==> src/rtl/mips_fetch_pkg.sv <==
`default_nettype none
// ============================================================================
//  Module      : mips_fetch_pkg
//  Description : Shared definitions for the MIPS instruction-fetch sequencer:
//                state encodings and default bus widths.
//  Revision    : 1.0 - initial release
// ============================================================================
package mips_fetch_pkg;

  // Default widths (PC counts in words)
  localparam int DEFAULT_ADDR_WIDTH  = 16;
  localparam int DEFAULT_INSTR_WIDTH = 32;

  // State encodings, 3 bits
  localparam logic [2:0] ST_IDLE  = 3'd0;
  localparam logic [2:0] ST_FETCH = 3'd1;
  localparam logic [2:0] ST_HOLD  = 3'd2;
  localparam logic [2:0] ST_DRAIN = 3'd3;
  localparam logic [2:0] ST_LOAD  = 3'd4;

  typedef enum logic [2:0] {
    S_IDLE  = ST_IDLE,
    S_FETCH = ST_FETCH,
    S_HOLD  = ST_HOLD,
    S_DRAIN = ST_DRAIN,
    S_LOAD  = ST_LOAD
  } fetch_state_e;

endpackage : mips_fetch_pkg
`default_nettype wire

==> src/rtl/fetch_ctrl.sv <==
`default_nettype none
// ============================================================================
//  Module      : fetch_ctrl
//  Description : Instruction-fetch sequencer. Drives the PC register's load
//                and increment strobes, runs the instruction-memory req/ack
//                handshake and presents fetched instructions to decode over
//                valid/ready. Branch/jump redirects flush any fetch in flight.
//  Revision    : 1.0 - initial release
// ============================================================================
module fetch_ctrl
  import mips_fetch_pkg::*;
#(
  parameter int ADDR_WIDTH  = DEFAULT_ADDR_WIDTH,
  parameter int INSTR_WIDTH = DEFAULT_INSTR_WIDTH
) (
  input  logic                   clk,
  input  logic                   reset,
  input  logic                   start_i,
  input  logic [ADDR_WIDTH-1:0]  pc_in_i,
  output logic                   pc_load_o,
  output logic                   pc_inc_o,
  output logic [ADDR_WIDTH-1:0]  pc_next_o,
  output logic                   imem_req_o,
  output logic [ADDR_WIDTH-1:0]  imem_addr_o,
  input  logic                   imem_ack_i,
  input  logic [INSTR_WIDTH-1:0] imem_rdata_i,
  output logic                   instr_valid_o,
  output logic [INSTR_WIDTH-1:0] instr_o,
  output logic [ADDR_WIDTH-1:0]  instr_pc_o,
  input  logic                   instr_ready_i,
  input  logic                   redirect_valid_i,
  input  logic [ADDR_WIDTH-1:0]  redirect_target_i
);

  fetch_state_e           state_q, state_d;
  logic [ADDR_WIDTH-1:0]  target_q, target_d;
  logic [INSTR_WIDTH-1:0] instr_q, instr_d;
  logic [ADDR_WIDTH-1:0]  instr_pc_q, instr_pc_d;
  logic                   first_q, first_d;

  // State and datapath registers; reset abandons any outstanding request
  always_ff @(posedge clk or negedge reset) begin
    if (!reset) begin
      state_q    <= S_IDLE;
      target_q   <= '0;
      instr_q    <= '0;
      instr_pc_q <= '0;
      first_q    <= 1'b0;
    end else begin
      state_q    <= state_d;
      target_q   <= target_d;
      instr_q    <= instr_d;
      instr_pc_q <= instr_pc_d;
      first_q    <= first_d;
    end
  end

  // Next-state logic and Moore output decode from state and registers only
  always_comb begin
    state_d       = state_q;
    target_d      = target_q;
    instr_d       = instr_q;
    instr_pc_d    = instr_pc_q;
    first_d       = 1'b0;
    pc_load_o     = 1'b0;
    pc_inc_o      = 1'b0;
    pc_next_o     = '0;
    imem_req_o    = 1'b0;
    imem_addr_o   = '0;
    instr_valid_o = 1'b0;

    case (state_q)
      S_IDLE: begin
        if (start_i) state_d = S_FETCH;
      end

      S_FETCH: begin
        // No PC strobe is active here, so pc_in is a stable address
        imem_req_o  = 1'b1;
        imem_addr_o = pc_in_i;
        if (imem_ack_i) begin
          if (redirect_valid_i) begin
            target_d = redirect_target_i;
            state_d  = S_LOAD;
          end else begin
            instr_d    = imem_rdata_i;
            instr_pc_d = pc_in_i;
            first_d    = 1'b1;
            state_d    = S_HOLD;
          end
        end else if (redirect_valid_i) begin
          target_d = redirect_target_i;
          state_d  = S_DRAIN;
        end
      end

      S_DRAIN: begin
        // Keep the request up until its ack; returned data is discarded
        imem_req_o  = 1'b1;
        imem_addr_o = pc_in_i;
        if (redirect_valid_i) target_d = redirect_target_i;
        if (imem_ack_i) state_d = S_LOAD;
      end

      S_HOLD: begin
        instr_valid_o = 1'b1;
        pc_inc_o      = first_q;
        if (redirect_valid_i) begin
          target_d = redirect_target_i;
          state_d  = S_LOAD;
        end else if (instr_ready_i) begin
          state_d = S_FETCH;
        end
      end

      S_LOAD: begin
        pc_load_o = 1'b1;
        pc_next_o = target_q;
        // A further redirect retargets and repeats the load
        if (redirect_valid_i) begin
          target_d = redirect_target_i;
          state_d  = S_LOAD;
        end else begin
          state_d = S_FETCH;
        end
      end

      default: state_d = S_IDLE;
    endcase
  end

  assign instr_o    = instr_q;
  assign instr_pc_o = instr_pc_q;

endmodule : fetch_ctrl
`default_nettype wire
==> config.mk <==
export PLATFORM = sky130hd
export DESIGN_NAME = fetch_ctrl
export DESIGN_NICKNAME = d
export VERILOG_FILES = /design/src/rtl/mips_fetch_pkg.sv /design/src/rtl/fetch_ctrl.sv
export SDC_FILE = /design/constraint.sdc
export NUM_CORES = 1
export LEC_CHECK = 0
export ABC_AREA = 1
export BUFFER_PORTS_ARGS = -buffer_cell sky130_fd_sc_hd__buf_2
export CAP_MARGIN = 20
export CORE_ASPECT_RATIO = 1.2
export CORE_MARGIN = 1
export CORE_UTILIZATION = 41
export CTS_CLUSTER_DIAMETER = 200
export CTS_CLUSTER_SIZE = 20
export DETAILED_ROUTE_END_ITERATION = 8
export GPL_TIMING_DRIVEN = 1
export PLACE_DENSITY = 0.8
export SKIP_CTS_REPAIR_TIMING = 1
export SLEW_MARGIN = 10
export SYNTH_ARGS = -nofsm -noshare
export SYNTH_HDL_FRONTEND = slang
export SYNTH_SLANG_ARGS = --single-unit
export TNS_END_PERCENT = 20
==> constraint.sdc <==
create_clock -name clk -period 1.18 [get_ports clk]
set_input_delay 0.177 -clock clk [delete_from_list [all_inputs] [get_ports clk]]
set_output_delay 0.177 -clock clk [all_outputs]
set_load 0.01 [all_outputs]
After elaboration in Yosys (flattened, before gate mapping)
Cells that the tools add are included.

storage, ports and cells
  flip-flop bits (word level) = 68
  bits of input ports = 70
  output and inout bits = 84
  word-level logic and storage cells = 38

cells by class
  eq/ne operators = 8
  muxes and demuxes = 18
  bitwise gates (word level) = 1
  reductions and logical operators = 6

operators by type and width
  operator              number
  $mux W16              2
  $mux W3               8
  $pmux W3 S5           1
  $mux W1               7
  $eq A3 B2 Y1 const B  2
  $ne A3 B3 Y1 const B  2
  $ne A2 B2 Y1 const B  2
  $reduce_and A4 Y1     1
  $reduce_or A4 Y1      1
  $eq A3 B1 Y1 const B  1
  $eq A3 B3 Y1 const B  1
  $logic_not A3 Y1      1
  $reduce_and A3 Y1     1
  $reduce_and A2 Y1     1
  $reduce_or A2 Y1      1
  $not A1 Y1            1

Longest topological paths before layout
Gate-level depths: netlist (run 1).

  depth after elaboration = 3
  gate-level depth with buffers = 8
  gate-level depth less buffers = 8

Least setup slack after synthesis (run 1)
Ideal clock, no wire load.

  path kind = register to output
  start point = register state_q[0]
  end point = output pc_next_o[10]
  arrival = 1.135 ns
  required time = 1.003 ns
  path slack = -0.132 ns
  cell stages (with the launch flop) = 6
  path buffers = 2
  cell sequence = dfrtp_1 -> buf_6 -> nor2_2 -> nand2_2 -> clkbuf_1 -> nor2_1

between the ends
  longest elaborated chain between the ends = 2

RTL lines
  element                   line              RTL
  start: declaration        fetch_ctrl.sv:35  fetch_state_e state_q, state_d;
  start signal: assignment  fetch_ctrl.sv:50  state_q <= state_d;
  $eq A3 B3 Y1              fetch_ctrl.sv:72  case (state_q)
  $mux W16                  fetch_ctrl.sv:72
  end: declaration          fetch_ctrl.sv:22  output logic [ADDR_WIDTH-1:0] pc_next_o,

No other way between the ends.

Worst setup path in the final report (run 1)
  start point = register state_q[0]
  end point = output pc_next_o[14]

Same word-level chain as after synthesis.

==> run metrics, run 1 <==
number of diodes 0; net switching power of the design around 0.0043 W; Worst Path Required 1000 ps; clock sink count between 60 and 70; number of maximum-capacitance constraint violations 0; Avg Cell Area, Syn about 8.0 um^2; clock-pin slew of the registers on the worst-case setup and hold paths 70 ps; cell count after placement 613; startpoint type of the worst setup path register; status complete, but fails checks; clock latency on the worst-skew pair roughly 330 ps; number of antenna violations at the first check in global routing 0; Post-Syn Instances 372; all-layer global routing usage 0.2002; number of non-filler instances in the completed layout 635; number of synthesized register bits 68; Final Hold Slack about 37 ps; total power density per cell area 2412 mW/mm^2; Buffers on Ports 153; vias about 2900; overall routed net length ~7700 um; global-route wire length before repair approximately 12000 um; hpwl dp between 5000 and 6000 um; Int Power between 0.006 and 0.007 W; asr flop ratio synth 1.000; headroom to the max-slew limit 0.7614; Crit Path Category register to output port; fraction of synthesized cell area taken by the top area cell type 0.5717; capturing element type of the critical path output port; largest net degree at the start of global routing between 60 and 70; TritonRoute pass-1 iters 4; Final Net Count just over 600; smallest setup slack after layout -445.0 ps; Total Die Area 0.007606 mm^2; Final period util 1.377; minimum clock period 1625 ps; final-layout setup total negative slack -25530 ps; Post-Syn Nets 442; worst vdd rail ir drop about 0.0014 V; Mapped Area between 0.002 and 0.003 mm^2; number of fillers in the final layout 605; RSZ-0062 raised after global routing yes; routed length per instance between 10 and 15 um; Synth area leader sky130_fd_sc_hd__dfrtp_1; Max Transition Viols Final 0; vias per inst 4.569; CP max FO 8; static leakage between 2 and 3 nW; Die Y-Extent between 90 and 100 um; die span in x roughly 80 um; number of CTS-inserted buffers 9; DRC violations left 0; RD Place Congestion 0.8874; synth-to-layout area growth 50.95%; floorplan row count 33; synth cell count leaders 158 x sky130_fd_sc_hd__nand2_1, 68 x sky130_fd_sc_hd__dfrtp_1, 42 x sky130_fd_sc_hd__inv_1; CTS Root Buffer Type sky130_fd_sc_hd__clkbuf_8; core outline area around 0.0069 mm^2; via count of the first global-routing pass around 2800; Switching Share 0.3929; Least-Margin Pin Slew approximately 360 ps; Min-Delay Path Class input pin to register; initial detailed-routing violation count 150; clock tree from TritonCTS yes; highest clock rate 615.4 MHz; Flop pwr share 0.372; most instantiated library cell after synthesis sky130_fd_sc_hd__nand2_1; H-tree depth 3; number of distinct library cell variants in the gate-level netlist after synthesis 20; final clock skew ~8.6 ps; effective utilization at floorplan 0.4291; antenna viol nets, final 0; signal arrival time at the worst endpoint around 1500 ps; maximum number of buffers from clock root to sink 2; violated checks setup timing; share of post-route cells with drive strength above 1 0.4015; total I/O pin count around 150; aggregate global routing overflow 0; dominant cells by area after synthesis sky130_fd_sc_hd__dfrtp_1 57%, sky130_fd_sc_hd__nand2_1 20%, sky130_fd_sc_hd__inv_1 5.3%; count of final setup violators between 100 and 150; dominant synthesized flop cell sky130_fd_sc_hd__dfrtp_1; number of enable flip-flop cells after synthesis 0; combinational cell fraction of total power 0.452; sequential-to-total area share from yosys stat 0.5717; final number of hold-violating endpoints 0; clock network fraction of total power 0.177; count of synthesis-stage warnings from yosys 0
[power by group through the flow]
stage	registers, W	clock network [W]	logic, W
3_3_place_gp	0.00398	0	0.00427
4_1_cts	0.00401	0.00196	0.00443
3_5_place_dp	0.00401	0	0.00442
6_report	0.00403	0.00191	0.00489
5_1_grt	0.00416	0.00207	0.00545
2_1_floorplan	0.00432	0	0.00215
[cell families after synthesis]
family                 count (synthesis)  share of synthesized area
AND/OR/NAND/NOR                      224                     0.3056
flip-flops                            68                     0.5717
buffers and inverters                 61                    0.08995
AO/OA/AOI/OAI                         19                    0.03279
[metal layers]
metal  wire length (um)  GRT usage  up-vias
li1                   -          -     1452
met1               3069     0.2300     1334
met2               4059     0.3618       99
met3                420    0.04402       16
met4                170    0.07589        0
met5                  0          0        -
[placed cells by master (no fill, tap or decap), types with 2 or more instances in the layout]
cell type	count
sky130_fd_sc_hd__nor2_4	15
sky130_fd_sc_hd__buf_2	137
sky130_fd_sc_hd__inv_1	41
sky130_fd_sc_hd__a21oi_1	2
sky130_fd_sc_hd__buf_12	6
sky130_fd_sc_hd__dfrtp_1	67
sky130_fd_sc_hd__nand2_2	3
sky130_fd_sc_hd__buf_6	18
sky130_fd_sc_hd__clkbuf_8	10
sky130_fd_sc_hd__nand3_1	20
sky130_fd_sc_hd__o21ai_0	16
sky130_fd_sc_hd__inv_2	2
sky130_fd_sc_hd__nor2_2	4
sky130_fd_sc_hd__clkbuf_16	2
sky130_fd_sc_hd__nand4_1	2
sky130_fd_sc_hd__nand2_1	156
sky130_fd_sc_hd__buf_4	13
sky130_fd_sc_hd__nor2_1	18
sky130_fd_sc_hd__nand3b_1	2
[through the flow]
stage,setup slack [ps],power (W),util,cell area (um^2)
2_1_floorplan,-111.2,0.006467,-,3003
3_3_place_gp,-113.3,0.008253,0.5740,3981
3_5_place_dp,-173.4,0.008432,0.5740,3981
4_1_cts,-448.3,0.01040,0.6030,4183
5_1_grt,-504.0,0.01167,0.6477,4493
6_report,-445.0,0.01084,0.6477,4493
[cell type report]
class,count,area [um^2],area share
Timing Repair Buffer,177,1166,0.2595
Sequential cell,68,1703,0.3790
Clock inverter,5,60.06,0.01337
Multi-Input combinational cell,243,1146,0.2551
Tap cell,87,108.9,0.02423
Clock buffer,11,141.4,0.03147
Inverter,44,167.7,0.03732
[flip-flops by register name, summed over array words and instances, names as in the netlist]
register,flops
instr_o,32
instr_pc_o,16
target_q,16
state_q,3
first_q,1
[worst paths after layout]
kind                                 start             to  slack [ps]  depth (start not counted)
setup reg to reg                state_q[1]     instr_o[2]        -280                          7
max in group asynchronous            reset    instr_o[31]         500                          3
hold / removal             imem_rdata_i[3]     instr_o[3]          40                          3
min in group asynchronous            reset    target_q[3]         390                          3
hold reg to reg                 instr_o[1]     instr_o[1]         480                          2
setup / recovery                state_q[0]  pc_next_o[14]        -450                          5
[worst max-delay path: stages, from the launching register on]
cell and delay [ps]:
sky130_fd_sc_hd__dfrtp_2 460, sky130_fd_sc_hd__nor2_4 150, sky130_fd_sc_hd__nand2_4 110, sky130_fd_sc_hd__clkbuf_16 200, sky130_fd_sc_hd__nor2_4 90, sky130_fd_sc_hd__buf_6 100
Note: power is estimated with default switching activity, not from simulation.
==> run 2, diff against run 1 <==
CTS_BUF_LIST = sky130_fd_sc_hd__clkbuf_8 sky130_fd_sc_hd__clkbuf_16   (was default)
==> run metrics, run 2 (synthesis results as in run 1) <==
DRC violations left 0; Flop pwr share 0.372; number of flip-flops in the largest register 32; die span in x around 80 um; net switching power of the design around 0.0043 W; clock tree from TritonCTS yes; worst vdd rail ir drop between 0.001 and 0.0015 V; combinational cell fraction of total power 0.452; Total Die Area ~0.0076 mm^2; hpwl dp 5200 um; status complete, but fails checks; number of non-filler instances in the completed layout ~640; Crit path largest cell delay 460 ps; H-tree depth 3; RSZ-0062 raised after global routing yes; overall routed net length approximately 7700 um; signal arrival time at the worst endpoint about 1500 ps; TritonRoute pass-1 iters 4; all-layer global routing usage 0.2002; Final Net Count a little over 600; antenna viol nets, final 0; Switching Share 0.3932; share of post-route cells with drive strength above 1 0.4015; initial detailed-routing violation count 150; Min-Delay Path Class input pin to register; number of maximum-capacitance constraint violations 0; Slowest-stage cell, CP sky130_fd_sc_hd__dfrtp_2; minimum clock period 1625 ps; most common library cell in the layout ignoring fill and taps sky130_fd_sc_hd__nand2_1; headroom to the max-slew limit 0.7607; global-route wire length before repair roughly 12000 um; largest net degree at the start of global routing between 60 and 70; Buffers on Ports approximately 150; cells along the critical path nor2_4 > nand2_4 > clkbuf_16 > nor2_4 > buf_6; clock sink count approximately 70; number of antenna violations at the first check in global routing 0; Die Y-Extent 95.34 um; vias per inst between 4 and 5; number of CTS-inserted buffers 9; final number of hold-violating endpoints 0; floorplan row count 33; CP max FO 8; effective utilization at floorplan 0.4291; Final period util 1.377; clock latency on the worst-skew pair between 300 and 400 ps; RD Place Congestion 0.8874; via count of the first global-routing pass 2754; violated checks setup timing; aggregate global routing overflow 0; post-route cell area 0.004493 mm^2; commonest cells after routing, fill and taps aside 156 x sky130_fd_sc_hd__nand2_1, 137 x sky130_fd_sc_hd__buf_2, 67 x sky130_fd_sc_hd__dfrtp_1; total power density per cell area 2410 mW/mm^2; final clock skew between 8 and 9 ps; total I/O pin count between 150 and 200; post-placement setup slack -173.4 ps; Worst Path Required 1000 ps; routed length per instance approximately 12 um; vias roughly 2900; Max Transition Viols Final 0; capturing element type of the critical path output port; post-layout power approximately 0.011 W; synth-to-layout area growth 50.95%; Crit Path Category register to output port; count of final setup violators 104; startpoint type of the worst setup path register; static leakage ~2.6 nW; Int Power between 0.006 and 0.007 W; clock network fraction of total power 0.176; CTS Root Buffer Type sky130_fd_sc_hd__clkbuf_8; Most common cell on crit path sky130_fd_sc_hd__nor2_4; smallest setup slack after layout -445.1 ps; maximum number of buffers from clock root to sink 2; Least-Margin Pin Slew about 360 ps; clock-pin slew of the registers on the worst-case setup and hold paths approximately 70 ps; core outline area between 0.006 and 0.007 mm^2; dpl cell area roughly 0.0040 mm^2; highest clock rate just over 600 MHz; cell count after placement between 600 and 700; minimum setup slack among reg-to-reg paths -280 ps; number of diodes 0
run 2: cell count changes in the layout (fill, tap and decap cells not counted):
cell and change:
sky130_fd_sc_hd__clkbuf_1 -1, sky130_fd_sc_hd__inv_1 +1
run 2: per-layer routing:
metal,track usage,routed length [um]
met1,0.2300,3075
met2,0.3618,4056
met3,0.04402,420
met4,0.07589,170
met5,0,0
run 2: final cells by class:
type,instances,area [um^2]
clock buffers,10,137.6
clock inverters,6,63.81
fillers,605,2444
inverters,44,167.7
multi-input cells,243,1146
flip-flops and latches,68,1703
well taps,87,108.9
repair buffers,177,1166
run 2: path summary, 6_finish.rpt:
path	start	endpoint	depth (start not counted)
setup / recovery	state_q[0]	pc_next_o[14]	5
setup reg to reg	state_q[1]	instr_o[2]	7
max in group asynchronous	reset	instr_o[31]	3
hold / removal	imem_rdata_i[3]	instr_o[3]	3
min in group asynchronous	reset	target_q[3]	3
hold reg to reg	instr_o[1]	instr_o[1]	2
run 2: through the flow:
stage	hold slack (ps)	utilization	setup TNS [ps]
finish	37.01	0.6477	-25530
floorplan	-118.6	-	-3139
global placement	222.8	0.5740	-5797
global route	23.13	0.6477	-34710
CTS	-139.6	0.6030	-22510
detailed placement	224.4	0.5740	-8613
run 2: critical path: cells and delay by family, from the launching register on:
kind,cells,cell delay (ps)
buf+inv,2,300
simple gates,3,350
flops,1,460
run 2: power groups by stage:
stage	sequential [W]	clock (W)	combinational (W)
after CTS	0.00401	0.00196	0.00443
after detailed placement	0.00401	0	0.00442
final	0.00403	0.00191	0.00489
after global routing	0.00416	0.00206	0.00545
after floorplan	0.00432	0	0.00215
after global placement	0.00398	0	0.00427
==> run 3, diff against run 2 <==
PLACE_DENSITY = 0.76   (was 0.8)
==> run metrics, run 3 (synthesis results as in run 1) <==
status complete, but fails checks; violated checks setup timing; number of flip-flops in the largest register 32; core outline area a little under 0.007 mm^2; Least-Margin Pin Slew 363.5 ps; Buffers on Ports 153; Switching Share 0.3705; global-route wire length before repair ~11000 um; largest net degree at the start of global routing between 60 and 70; vias roughly 3000; routed length per instance around 12 um; Crit path largest cell delay about 440 ps; clock network fraction of total power 0.218; number of CTS-inserted buffers 9; total power density per cell area ~2500 mW/mm^2; headroom to the max-slew limit 0.7577; net switching power of the design ~0.0042 W; combinational cell fraction of total power 0.430; maximum number of buffers from clock root to sink 2; smallest setup slack after layout -427.1 ps; post-route cell area 0.004523 mm^2; cells along the critical path nor2_4 > nand2_4 > clkbuf_16 > nor2_4 > buf_6; Total Die Area 0.007606 mm^2; Worst Path Required 1000 ps; Int Power 0.007183 W; via count of the first global-routing pass 2624; count of final setup violators about 100; signal arrival time at the worst endpoint between 1000 and 1500 ps; Final Net Count slightly above 600; final clock skew about 11 ps; Max Transition Viols Final 0; Most common cell on crit path sky130_fd_sc_hd__nor2_4; die span in x 79.78 um; combined buffer and inverter count along the critical path 2; number of antenna violations at the first check in global routing 0; post-placement setup slack -209.7 ps; number of diodes 0; RSZ-0062 raised after global routing yes; effective utilization at floorplan 0.4291; Min-Delay Path Class input pin to register; TritonRoute pass-1 iters 4; Flop pwr share 0.353; final number of hold-violating endpoints 0; dpl cell area ~0.0040 mm^2; number of non-filler instances in the completed layout around 640; CP delay by family, top flip-flops; share of post-route cells with drive strength above 1 0.3923; DRC violations left 0; clock sink count 68; clock-pin slew of the registers on the worst-case setup and hold paths 80 ps; clock latency on the worst-skew pair between 300 and 400 ps; CTS Root Buffer Type sky130_fd_sc_hd__clkbuf_8; hpwl dp around 5300 um; H-tree depth 3; Hold Startpoint imem_rdata_i[8]; Die Y-Extent around 95 um; clock tree from TritonCTS yes; CP max FO 8; overall routed net length just under 8000 um; Crit Path Category register to output port; Final period util 1.362; static leakage ~2.7 nW; all-layer global routing usage 0.1958; Slowest-stage cell, CP sky130_fd_sc_hd__dfrtp_2; floorplan row count 33; commonest cells after routing, fill and taps aside 158 x sky130_fd_sc_hd__nand2_1, 139 x sky130_fd_sc_hd__buf_2, 66 x sky130_fd_sc_hd__dfrtp_1; initial detailed-routing violation count approximately 140; worst vdd rail ir drop around 0.0014 V; cell count after placement roughly 600; startpoint type of the worst setup path register; worst flop-to-flop path startpoint state_q[1]; Final Hold Slack 28.56 ps; number of maximum-capacitance constraint violations 0; vias per inst approximately 4.6; total I/O pin count approximately 150; synth-to-layout area growth 51.95%; RD Place Congestion about 0.85; Worst Setup SP state_q[0]; highest clock rate slightly above 600 MHz; antenna viol nets, final 0; most common library cell in the layout ignoring fill and taps sky130_fd_sc_hd__nand2_1; aggregate global routing overflow 0; minimum clock period roughly 1600 ps; capturing element type of the critical path output port
==> run 3: cell count changes in the layout (fill, tap and decap cells not counted), sizes merged <==
cell and change:
buf -1, inv -1, clkinv -1, bufinv +3
==> run 3: routing by layer <==
metal,vias to the layer above,share of wire,global-route usage
met2,99,0.53,0.3476
met4,0,0.014,0.07440
met3,10,0.047,0.05455
met5,-,0,0
met1,1353,0.41,0.2227
li1,1454,-,-
==> run 3: worst register-to-register path, cell delays in order, from the launching register on <==
cell,delay (ps)
sky130_fd_sc_hd__dfrtp_2,450
sky130_fd_sc_hd__nor2_1,160
sky130_fd_sc_hd__nand4_1,240
sky130_fd_sc_hd__buf_6,270
sky130_fd_sc_hd__nand2_1,80
sky130_fd_sc_hd__o21ai_0,80
==> run 3: path summary, 6_finish.rpt <==
path / depth (start not counted) / end / slack (ps)
max in group asynchronous: 3 / state_q[1] / 460
min in group asynchronous: 3 / target_q[0] / 390
worst max-delay path: 5 / pc_next_o[5] / -430
worst max register to register: 5 / instr_pc_o[15] / -230
worst min-delay path: 3 / instr_o[8] / 30
worst min register to register: 2 / instr_o[20] / 470
==> run 3: power by group through the flow <==
stage               Combinational, W  Clock (W)  Sequential, W
floorplan                    0.00215          0        0.00432
global placement             0.00425          0        0.00399
detailed placement           0.00441          0        0.00401
CTS                          0.00441    0.00254        0.00400
global route                 0.00542    0.00265        0.00415
finish                       0.00490    0.00248        0.00403
==> run 3: cell type report <==
cell class	count	area, um^2
multi-input cells	243	1122
flip-flops and latches	68	1704
fillers	595	2414
repair buffers	177	1159
clock buffers	9	123.9
clock inverters	7	140.1
inverters	44	165.2
well taps	87	108.9
==> run 3: stage by stage <==
stage / util / setup TNS [ps] / total power [W]
floorplan: - / -3139 / 0.006467
global placement: 0.5711 / -4549 / 0.008247
detailed placement: 0.5711 / -10400 / 0.008419
CTS: 0.6091 / -24700 / 0.01094
global route: 0.6521 / -34200 / 0.01223
finish: 0.6521 / -25550 / 0.01141
